<file path="src/rtl/im_loader.sv">
// Boot-time instruction memory programmer: assembles a length-prefixed, big-endian
// byte stream into 16-bit words. Optional trailing checksum byte: IM_LOADER_CKSUM_EN.
module im_loader #(
  parameter int          ADDR_W    = 14,
  parameter logic [15:0] BASE_ADDR = 16'h0000,
  parameter int          TIMEOUT   = 1000000
) (
  input  logic        clk,
  input  logic        rst,
  input  logic        start,
  input  logic [7:0]  rx_byte,
  input  logic        rx_vld,
  output logic        im_we,
  output logic [15:0] im_waddr,
  output logic [15:0] im_wdata,
  output logic        busy,
  output logic        done,
  output logic        err,
  output logic        cpu_hold
);

  localparam int                TW        = $clog2(TIMEOUT + 1);
  localparam logic [TW-1:0]     TMO_LAST  = TW'(TIMEOUT - 1);
  localparam logic [16:0]       MAX_WORDS = 17'(1) << ADDR_W;
  localparam logic [ADDR_W-1:0] BASE_W    = BASE_ADDR[ADDR_W-1:0];

  typedef enum logic [2:0] {
    S_IDLE, S_LEN_HI, S_LEN_LO, S_D_HI, S_D_LO, S_WR, S_FIN
`ifdef IM_LOADER_CKSUM_EN
    , S_CK
`endif
  } state_e;

  state_e            state_q, state_d;
  logic [7:0]        len_hi_q, len_hi_d;
  logic [16:0]       cnt_q, cnt_d;
  logic [ADDR_W-1:0] addr_q, addr_d;
  logic [15:0]       wdata_q, wdata_d;
  logic              busy_q, busy_d;
  logic              done_q, done_d;
  logic              err_q, err_d;
  logic              hold_q, hold_d;
  logic [TW-1:0]     tmo_q, tmo_d;
`ifdef IM_LOADER_CKSUM_EN
  logic [7:0]        cksum_q, cksum_d;
`endif

  logic        waiting, tmo_hit, fin_ok, fin_bad;
  logic [15:0] len_w;

  // States that are waiting on the UART and therefore covered by the timeout.
  assign waiting = (state_q == S_LEN_HI) || (state_q == S_LEN_LO) ||
                   (state_q == S_D_HI)   || (state_q == S_D_LO)
`ifdef IM_LOADER_CKSUM_EN
                   || (state_q == S_CK)
`endif
                   ;
  assign len_w = {len_hi_q, rx_byte};

  always_ff @(posedge clk or posedge rst) begin
    if (rst) begin
      state_q  <= S_IDLE;
      len_hi_q <= '0;
      cnt_q    <= '0;
      addr_q   <= BASE_W;
      wdata_q  <= '0;
      busy_q   <= 1'b0;
      done_q   <= 1'b0;
      err_q    <= 1'b0;
      hold_q   <= 1'b1;
      tmo_q    <= '0;
`ifdef IM_LOADER_CKSUM_EN
      cksum_q  <= '0;
`endif
    end else begin
      state_q  <= state_d;
      len_hi_q <= len_hi_d;
      cnt_q    <= cnt_d;
      addr_q   <= addr_d;
      wdata_q  <= wdata_d;
      busy_q   <= busy_d;
      done_q   <= done_d;
      err_q    <= err_d;
      hold_q   <= hold_d;
      tmo_q    <= tmo_d;
`ifdef IM_LOADER_CKSUM_EN
      cksum_q  <= cksum_d;
`endif
    end
  end

  always_comb begin
    state_d  = state_q;
    len_hi_d = len_hi_q;
    cnt_d    = cnt_q;
    addr_d   = addr_q;
    wdata_d  = wdata_q;
    busy_d   = busy_q;
    done_d   = done_q;
    err_d    = err_q;
    hold_d   = hold_q;
    tmo_d    = '0;
    tmo_hit  = 1'b0;
    fin_ok   = 1'b0;
    fin_bad  = 1'b0;
`ifdef IM_LOADER_CKSUM_EN
    cksum_d  = cksum_q;
    if (rx_vld && waiting && (state_q != S_CK))
      cksum_d = cksum_q + rx_byte;
`endif

    // Idle-gap counter: cleared by any byte, expires after TIMEOUT silent cycles.
    if (waiting) begin
      if (rx_vld)                tmo_d   = '0;
      else if (tmo_q == TMO_LAST) tmo_hit = 1'b1;
      else                       tmo_d   = tmo_q + TW'(1);
    end

    case (state_q)
      S_IDLE: begin
        if (start) begin
          state_d = S_LEN_HI;
          done_d  = 1'b0;
          err_d   = 1'b0;
          busy_d  = 1'b1;
          hold_d  = 1'b1;
          addr_d  = BASE_W;
`ifdef IM_LOADER_CKSUM_EN
          cksum_d = '0;
`endif
        end
      end
      S_LEN_HI: begin
        if (rx_vld) begin
          len_hi_d = rx_byte;
          state_d  = S_LEN_LO;
        end
      end
      S_LEN_LO: begin
        if (rx_vld) begin
          if (len_w == 16'd0)                  fin_ok  = 1'b1;
          else if ({1'b0, len_w} > MAX_WORDS)  fin_bad = 1'b1;
          else begin
            cnt_d   = {1'b0, len_w};
            state_d = S_D_HI;
          end
        end
      end
      S_D_HI: begin
        if (rx_vld) begin
          wdata_d[15:8] = rx_byte;
          state_d       = S_D_LO;
        end
      end
      S_D_LO: begin
        if (rx_vld) begin
          wdata_d[7:0] = rx_byte;
          state_d      = S_WR;
        end
      end
      S_WR: begin
        addr_d = addr_q + ADDR_W'(1);
        cnt_d  = cnt_q - 17'd1;
        if (cnt_q == 17'd1) begin
`ifdef IM_LOADER_CKSUM_EN
          state_d = S_CK;
`else
          fin_ok  = 1'b1;
`endif
        end else begin
          state_d = S_D_HI;
        end
      end
`ifdef IM_LOADER_CKSUM_EN
      S_CK: begin
        if (rx_vld) begin
          if (rx_byte == cksum_q) fin_ok  = 1'b1;
          else                    fin_bad = 1'b1;
        end
      end
`endif
      S_FIN:   state_d = S_IDLE;
      default: state_d = S_IDLE;
    endcase

    if (tmo_hit) fin_bad = 1'b1;
    // A failed download keeps the CPU held; only success releases it.
    if (fin_ok) begin
      state_d = S_FIN;
      done_d  = 1'b1;
      busy_d  = 1'b0;
      hold_d  = 1'b0;
    end
    if (fin_bad) begin
      state_d = S_FIN;
      err_d   = 1'b1;
      busy_d  = 1'b0;
    end
  end

  assign im_we    = (state_q == S_WR);
  assign im_waddr = 16'(addr_q);
  assign im_wdata = wdata_q;
  assign busy     = busy_q;
  assign done     = done_q;
  assign err      = err_q;
  assign cpu_hold = hold_q;

endmodule

</file>
<file path="config.mk">
export PLATFORM = sky130hd
export DESIGN_NAME = im_loader
export DESIGN_NICKNAME = d
export VERILOG_FILES = /design/src/rtl/im_loader.sv
export SDC_FILE = /design/constraint.sdc
export NUM_CORES = 1
export LEC_CHECK = 0
export ABC_AREA = 1
export CORE_ASPECT_RATIO = 2
export CORE_MARGIN = 2
export CORE_UTILIZATION = 45
export DETAILED_ROUTE_END_ITERATION = 8
export PLACE_DENSITY_LB_ADDON = 0.05
export REMOVE_ABC_BUFFERS = 1
export SLEW_MARGIN = 20
export SYNTH_ARGS = -nofsm -noshare
export SYNTH_HDL_FRONTEND = slang
export SYNTH_SLANG_ARGS = --single-unit
</file>
<file path="constraint.sdc">
create_clock -name clk -period 2.6 [get_ports clk]
set_clock_uncertainty 0.05 [all_clocks]
set_input_delay 0.26 -clock clk [delete_from_list [all_inputs] [get_ports clk]]
set_output_delay 0.26 -clock clk [all_outputs]
set_load 0.02 [all_outputs]
</file>
==> results of run 1 <==
==> power breakdown <==
| group | total, uW | internal, uW | switching, uW |
|---|---|---|---|
| sequential | 1940 | 1630 | 305 |
| clock | 1390 | 869 | 526 |
| combinational | 2080 | 786 | 1290 |
==> per-layer routing <==
metal,share of wire,GRT usage,vias up
met5,0,0,-
met4,0.035,0.09643,0
met1,0.40,0.2651,1841
met2,0.54,0.3823,81
li1,-,-,1971
met3,0.026,0.03472,26
==> cells by family after synthesis <==
kind of cell | synth area share
xor+xnor | 0.01568
compound gates | 0.1283
flops | 0.4595
simple gates | 0.2996
mux | 0.002240
other cells | 0.0008393
buf+inv | 0.08261
fa+ha+maj | 0.01120
==> stage by stage <==
stage	power, uW	cell area (um2)	util	setup slack (ns)
after floorplan	3272	4379	-	0.1832
after global placement	4002	5064	0.5221	0.3387
after detailed placement	4045	5064	0.5221	0.2328
after CTS	5461	5393	0.5560	0.4145
after global routing	5826	5393	0.5560	0.3625
final	5409	5393	0.5560	0.4395
==> state kept, by name, summed over array words and instances, names as in the netlist <==
name,flops
tmo_q,20
cnt_q,17
im_wdata,16
addr_q,14
len_hi_q,8
state_q,3
busy,1
cpu_hold,1
done,1
err,1
==> layout by cell type (no fill, tap or decap), types with 2 or more instances in the layout <==
| master | netlist | routed |
|---|---|---|
| a21oi_1 | 15 | 15 |
| nand4_1 | 9 | 9 |
| nor3_1 | 12 | 12 |
| nand3_2 | 2 | 2 |
| xnor2_1 | 2 | 2 |
| o21ai_0 | 60 | 60 |
| inv_1 | 69 | 68 |
| nand3_1 | 35 | 35 |
| clkinv_2 | 0 | 2 |
| dfrtp_1 | 81 | 81 |
| a211oi_1 | 2 | 2 |
| o21ai_2 | 7 | 7 |
| o21ai_1 | 2 | 2 |
| conb_1 | 1 | 2 |
| o21a_1 | 3 | 3 |
| nor2_4 | 4 | 4 |
| nor2_1 | 64 | 64 |
| o22ai_1 | 4 | 4 |
| a31oi_1 | 2 | 2 |
| inv_2 | 3 | 3 |
| nand2_1 | 147 | 147 |
| nor2_2 | 3 | 3 |
| bufinv_16 | 0 | 2 |
| clkdlybuf4s50_1 | 0 | 46 |
| nand2_2 | 7 | 7 |
| clkinv_4 | 0 | 2 |
| xor2_1 | 6 | 6 |
| buf_4 | 5 | 5 |
| nand2_4 | 2 | 2 |
| ha_1 | 4 | 4 |
| o31ai_1 | 2 | 2 |
| nor3_2 | 2 | 2 |
| clkbuf_16 | 0 | 9 |
==> synthesized netlist by cell type (3+ instances only) <==
| library cell | n | area, um2 |
|---|---|---|
| o21ai_2 | 7 | 61.31 |
| o21a_1 | 3 | 22.52 |
| dfrtp_1 | 81 | 2027 |
| nor2_2 | 3 | 18.77 |
| inv_2 | 3 | 11.26 |
| xor2_1 | 6 | 52.55 |
| buf_4 | 5 | 37.54 |
| nor2_1 | 64 | 240.2 |
| a21oi_1 | 15 | 75.07 |
| nor3_1 | 12 | 60.06 |
| nor2_4 | 4 | 45.04 |
| buf_2 | 5 | 25.02 |
| nand2_1 | 147 | 551.8 |
| o21ai_0 | 60 | 300.3 |
| o22ai_1 | 4 | 25.02 |
| nand3_1 | 35 | 175.2 |
| inv_1 | 69 | 259.0 |
| nand4_1 | 9 | 56.30 |
| nand2_2 | 7 | 43.79 |
| ha_1 | 4 | 50.05 |
==> worst max path at each step <==
| stage | startpoint | to | cells past startpoint |
|---|---|---|---|
| final | state_q[0] | im_we | 5 |
| after global routing | state_q[0] | im_we | 5 |
| after CTS | state_q[0] | im_we | 5 |
| after detailed placement | rx_byte[7] | cnt_q[1] | 11 |
| after global placement | rx_byte[7] | cnt_q[2] | 11 |
| after floorplan | rst | addr_q[0] | 1 |
==> worst reg2reg max path: cells and delay by family, from the launching register on <==
kind / cells / cell delay [ns]
compound gates: 1 / 0.05
simple gates: 8 / 1.13
flops: 1 / 0.39
buf+inv: 1 / 0.27
==> layout make-up <==
class                           count  area (um2)
Tap cell                          132       165.2
Clock buffer                       10       239.0
Fill cell                         930        4307
Sequential cell                    82        2053
Timing Repair Buffer               52       518.0
Inverter                           73       277.8
Multi-Input combinational cell    410        2049
Clock inverter                      6       90.09
==> results.md, run 1 <==
- Status: finished clean
- Post-Layout Cell Count: between 700 and 800
- Slowest Stage Delay on Critical Path: between 0.6 and 0.7 ns
- Clock Tree Root: clkbuf_16
- Antenna viol nets, final: 0
- CTS Buf Count: 9
- Post-CTS Setup Repair Bufs: 0
- DRC: 0
- Reg clk slew, reported paths: roughly 0.060 ns
- Mapped Area: between 4000 and 5000 um2
- Slew headroom: 0.6322
- Rows: 51
- WP buf/inv: 3
- GRT Residual Overflow: 0
- CP Cell Sequence: inv_2, nor2_2, nand2_2, inv_4, clkdlybuf4s50_1
- Routability Congestion: 0.8906
- Reg2Reg Depth: 10
- Critical path required time: 2.29 ns
- Worst min path class: primary input to async pin
- Setup_tns: 0 ns
- Final Hold Viols: 0
- First-pass GRT wire length: between 15 and 20 mm
- Chip Width: around 74 um
- Initial Util: 0.4607
- PortBufs: 46
- DRT iter0 DRCs: about 300
- Fin crit period: ~2.2 ns
- Worst-margin pin slew: ~0.55 ns
- Yosys warns: 0
- DR vias/cell: 5.123
- Syn avg cell area: between 7 and 8 um2
- HPWL Detailed: just under 8 mm
- Max-cap violations: 0
- Die ar.: between 10000 and 15000 um2
- Sinks on Clock Net: between 80 and 90
- Arrival time worst endpoint: about 1.9 ns
- I/O pin count: 49
- Total core area: 9699 um2
- Worst reg2reg path endpoint: cnt_q[1]
- Ant. Diodes: 0
- Sequential cell area fraction in the yosys report: 0.4595
- WL/cell: 14.05 um
- Proportion of layout cells with a drive suffix above 1: 0.09479
- Final clock period utilization by the worst path: 0.8310
- Peak supply drop: 603.5 uV
- Vias in the first global route: just under 4000
- Crit path max-delay family: buffers and inverters
- Initial antenna violation count: 0
- Max Root-Sink Buffers: 2
- Max-slew violations: 0
- Register bit total from synthesis: 82
- Drt first pass iters: 5
- All-Layer GR Usage: 0.2227
- Cells after Synth: roughly 580
- Post-cts repair resize count: 0
- Endpoints failing setup: 0
- Worst-Skew Late Latency: approximately 0.34 ns
- Hold-fix buffers, CTS: 0
- H-tree Lvls: 3
- RSZ-0062 raised after global routing: false
- Crit-path max FO: 6
- DP Cell Count: 749
- P_leak: 0.002569 uW
- CTS tree: done
- Crit end category: output pin
- Hold Slack: around 0.29 ns
- Pwr dens: approximately 1000 nW/um2
- Post-synthesis cell type count: 45
- Vias post-DR: roughly 3900
- Nets: approximately 640
- Async set or reset register ratio after synthesis: 1.000
- Startpoint Class: flip-flop
- Largest net degree at the start of global routing: 83
- FMAX: between 0.4 and 0.5 GHz
- Number of synthesized flops with an enable pin: 0
- Area grow syn2layout: 20.69%
- RR Startpoint: len_hi_q[4]
- Die H: roughly 140 um
- Crit path max-delay cell type: clkdlybuf4s50_1
- Critical path class: flip-flop to output pin
- Most used flip-flop cell after synthesis: dfrtp_1
- Flop-to-flop setup slack: about 0.65 ns
- Final wirelength: ~11 mm
No activity file was read; power rests on OpenSTA's default activity.
==> run 2: changes to the inputs <==
- clock period: 2.6 -> 2.04 ns (I/O delays scaled with it)
==> run 2 against run 1 <==
Against the previous run: die area unchanged; design area up 0.95%; sequential power is 27% higher; wire length is 1.6% higher; first-iteration DRC count is 21% lower; count of clock-buffer cells in the layout fell by 1; power grew 28%; largest cell class unchanged; largest power group unchanged.
==> results.md, run 2 (same netlist as run 1, synthesis figures left out) <==
- Routability Congestion: between 0.9 and 1
- Largest Register: tmo_q
- Endpoints failing setup: 0
- Area grow syn2layout: 21.84%
- RR Startpoint: tmo_q[0]
- FMAX: between 0.5 and 0.6 GHz
- Initial antenna violation count: 0
- Final Hold Viols: 0
- Largest net degree at the start of global routing: between 80 and 90
- Hold Slack: 0.2211 ns
- Max-slew violations: 0
- Max Root-Sink Buffers: 2
- H-tree Lvls: 3
- Antenna viol nets, final: 0
- Vias post-DR: between 3000 and 4000
- Rows: approximately 50
- Peak supply drop: about 690 uV
- Placed inst area: about 5000 um2
- Sinks on Clock Net: 82
- All-Layer GR Usage: 0.2264
- P_leak: ~0.0026 uW
- Reg clk slew, reported paths: around 0.060 ns
- Fin crit period: around 1.9 ns
- First-pass GRT wire length: 18.93 mm
- Drt first pass iters: 6
- Die H: 144.9 um
- Pwr dens: 1272 nW/um2
- Vias in the first global route: approximately 4000
- Fill count: between 900 and 1000
- DRC: 0
- I/O pin count: slightly below 50
- CTS tree: done
- Nets: between 600 and 700
- Flop-to-flop setup slack: 0.25 ns
- DRT iter0 DRCs: approximately 240
- RSZ-0062 raised after global routing: false
- Most frequent cells in the layout: nand2_1, dfrtp_1, inv_1, nor2_1, o21ai_0
- Crit path max-delay cell type: dfrtp_1
- Ant. Diodes: 0
- Max reg flops: 20
- Worst min path class: primary input to async pin
- DR vias/cell: between 5 and 6
- Critical path class: flip-flop to output pin
- Commonest non-fill, non-tap cell in the layout: nand2_1
- CP Cell Sequence: inv_2, nor2_2, nand2_2, inv_4, dlygate4sd2_1
- CTS Buf Count: 9
- HPWL Detailed: 8.163 mm
- Slowest Stage Delay on Critical Path: ~0.45 ns
- Worst-Skew Late Latency: roughly 0.34 ns
- Chip Width: ~74 um
- Crit path max-delay family: buffers and inverters
- Reg2Reg Depth: 7
- Final wirelength: 10.92 mm
- WP buf/inv: 3
- Levels on crit path: 5
- Initial Util: 0.4607
- Critical path required time: between 1.5 and 2 ns
- Crit end category: output pin
- Status: finished clean
- PortBufs: 46
- Startpoint Class: flip-flop
- Final clock period utilization by the worst path: 0.9221
- Worst reg2reg path endpoint: tmo_q[18]
- GRT Residual Overflow: 0
- Arrival time worst endpoint: around 1.6 ns
- Design Area, Final: 5444 um2
- Setup_tns: 0 ns
- Proportion of layout cells with a drive suffix above 1: 0.1047
- Total core area: between 9000 and 10000 um2
- WL/cell: between 10 and 15 um
- Hold-fix buffers, CTS: 0
- Clock Tree Root: clkbuf_16
- Crit-path max FO: 8
- Final cell utilization of the core: 0.5613
- Max-cap violations: 0
- Die ar.: 10790 um2
-- run 2: cell types whose count changed in the layout (fill, tap and decap cells not counted), sizes merged --
cell | previous run | this run
buf | 6 | 13
clkbuf | 10 | 9
clkdlybuf4s50 | 46 | 45
dlygate4sd2 | 0 | 1
inv | 72 | 73
-- run 2: power by group --
| group | leakage (uW) | internal, uW | switching [uW] |
|---|---|---|---|
| registers | 0.00108 | 2080 | 379 |
| clock network | 0.000156 | 1070 | 677 |
| logic | 0.00137 | 1070 | 1650 |
-- run 2: what timing repair did --
| item | 4_1_cts | 5_1_grt |
|---|---|---|
| gates resized for setup | 1 | 0 |
| endpoints found under the hold margin | 0 | 0 |
| buffers inserted | 0 | 0 |
| endpoints found under the setup margin | 1 | 0 |
-- run 2: tightest hold or removal path, delay by kind of cell --
| kind | cells | cell delay, ns |
|---|---|---|
| buf+inv | 3 | 0.84 |
-- run 2: worst max-delay path by stage --
stage	start	endpoint	slack (ns)
finish	state_q[0]	im_we	0.16
global route	tmo_q[0]	tmo_q[18]	0.04
CTS	state_q[0]	im_we	0.12
detailed placement	rx_byte[7]	cnt_q[6]	0.11
global placement	rx_byte[3]	cnt_q[16]	0.14
floorplan	rst	addr_q[0]	-0.32
-- run 2: layout make-up --
type	instances	area, um2	share of cell area
tap	132	165.2	0.03034
clock buffer	9	225.2	0.04137
clock inverter	7	91.34	0.01678
multi-input combinational	410	2049	0.3765
timing repair buffer	59	581.8	0.1069
inverter	73	277.8	0.05102
sequential	82	2053	0.3772
-- run 2: routing by layer --
| layer | GRT usage | part of all wire | vias to the layer above |
|---|---|---|---|
| met5 | 0 | 0 | - |
| met4 | 0.08571 | 0.030 | 0 |
| met3 | 0.04375 | 0.024 | 19 |
| met2 | 0.4009 | 0.56 | 66 |
| met1 | 0.2575 | 0.39 | 1858 |
| li1 | - | - | 1979 |
-- run 2: metrics by stage --
step | cells | total power [uW] | worst slack [ns]
2_1_floorplan | 565 | 4170 | -0.3208
3_3_place_gp | 756 | 5191 | 0.1439
3_5_place_dp | 756 | 5232 | 0.1123
4_1_cts | 772 | 6999 | 0.1182
5_1_grt | 772 | 7458 | 0.04098
6_report | 772 | 6924 | 0.1590
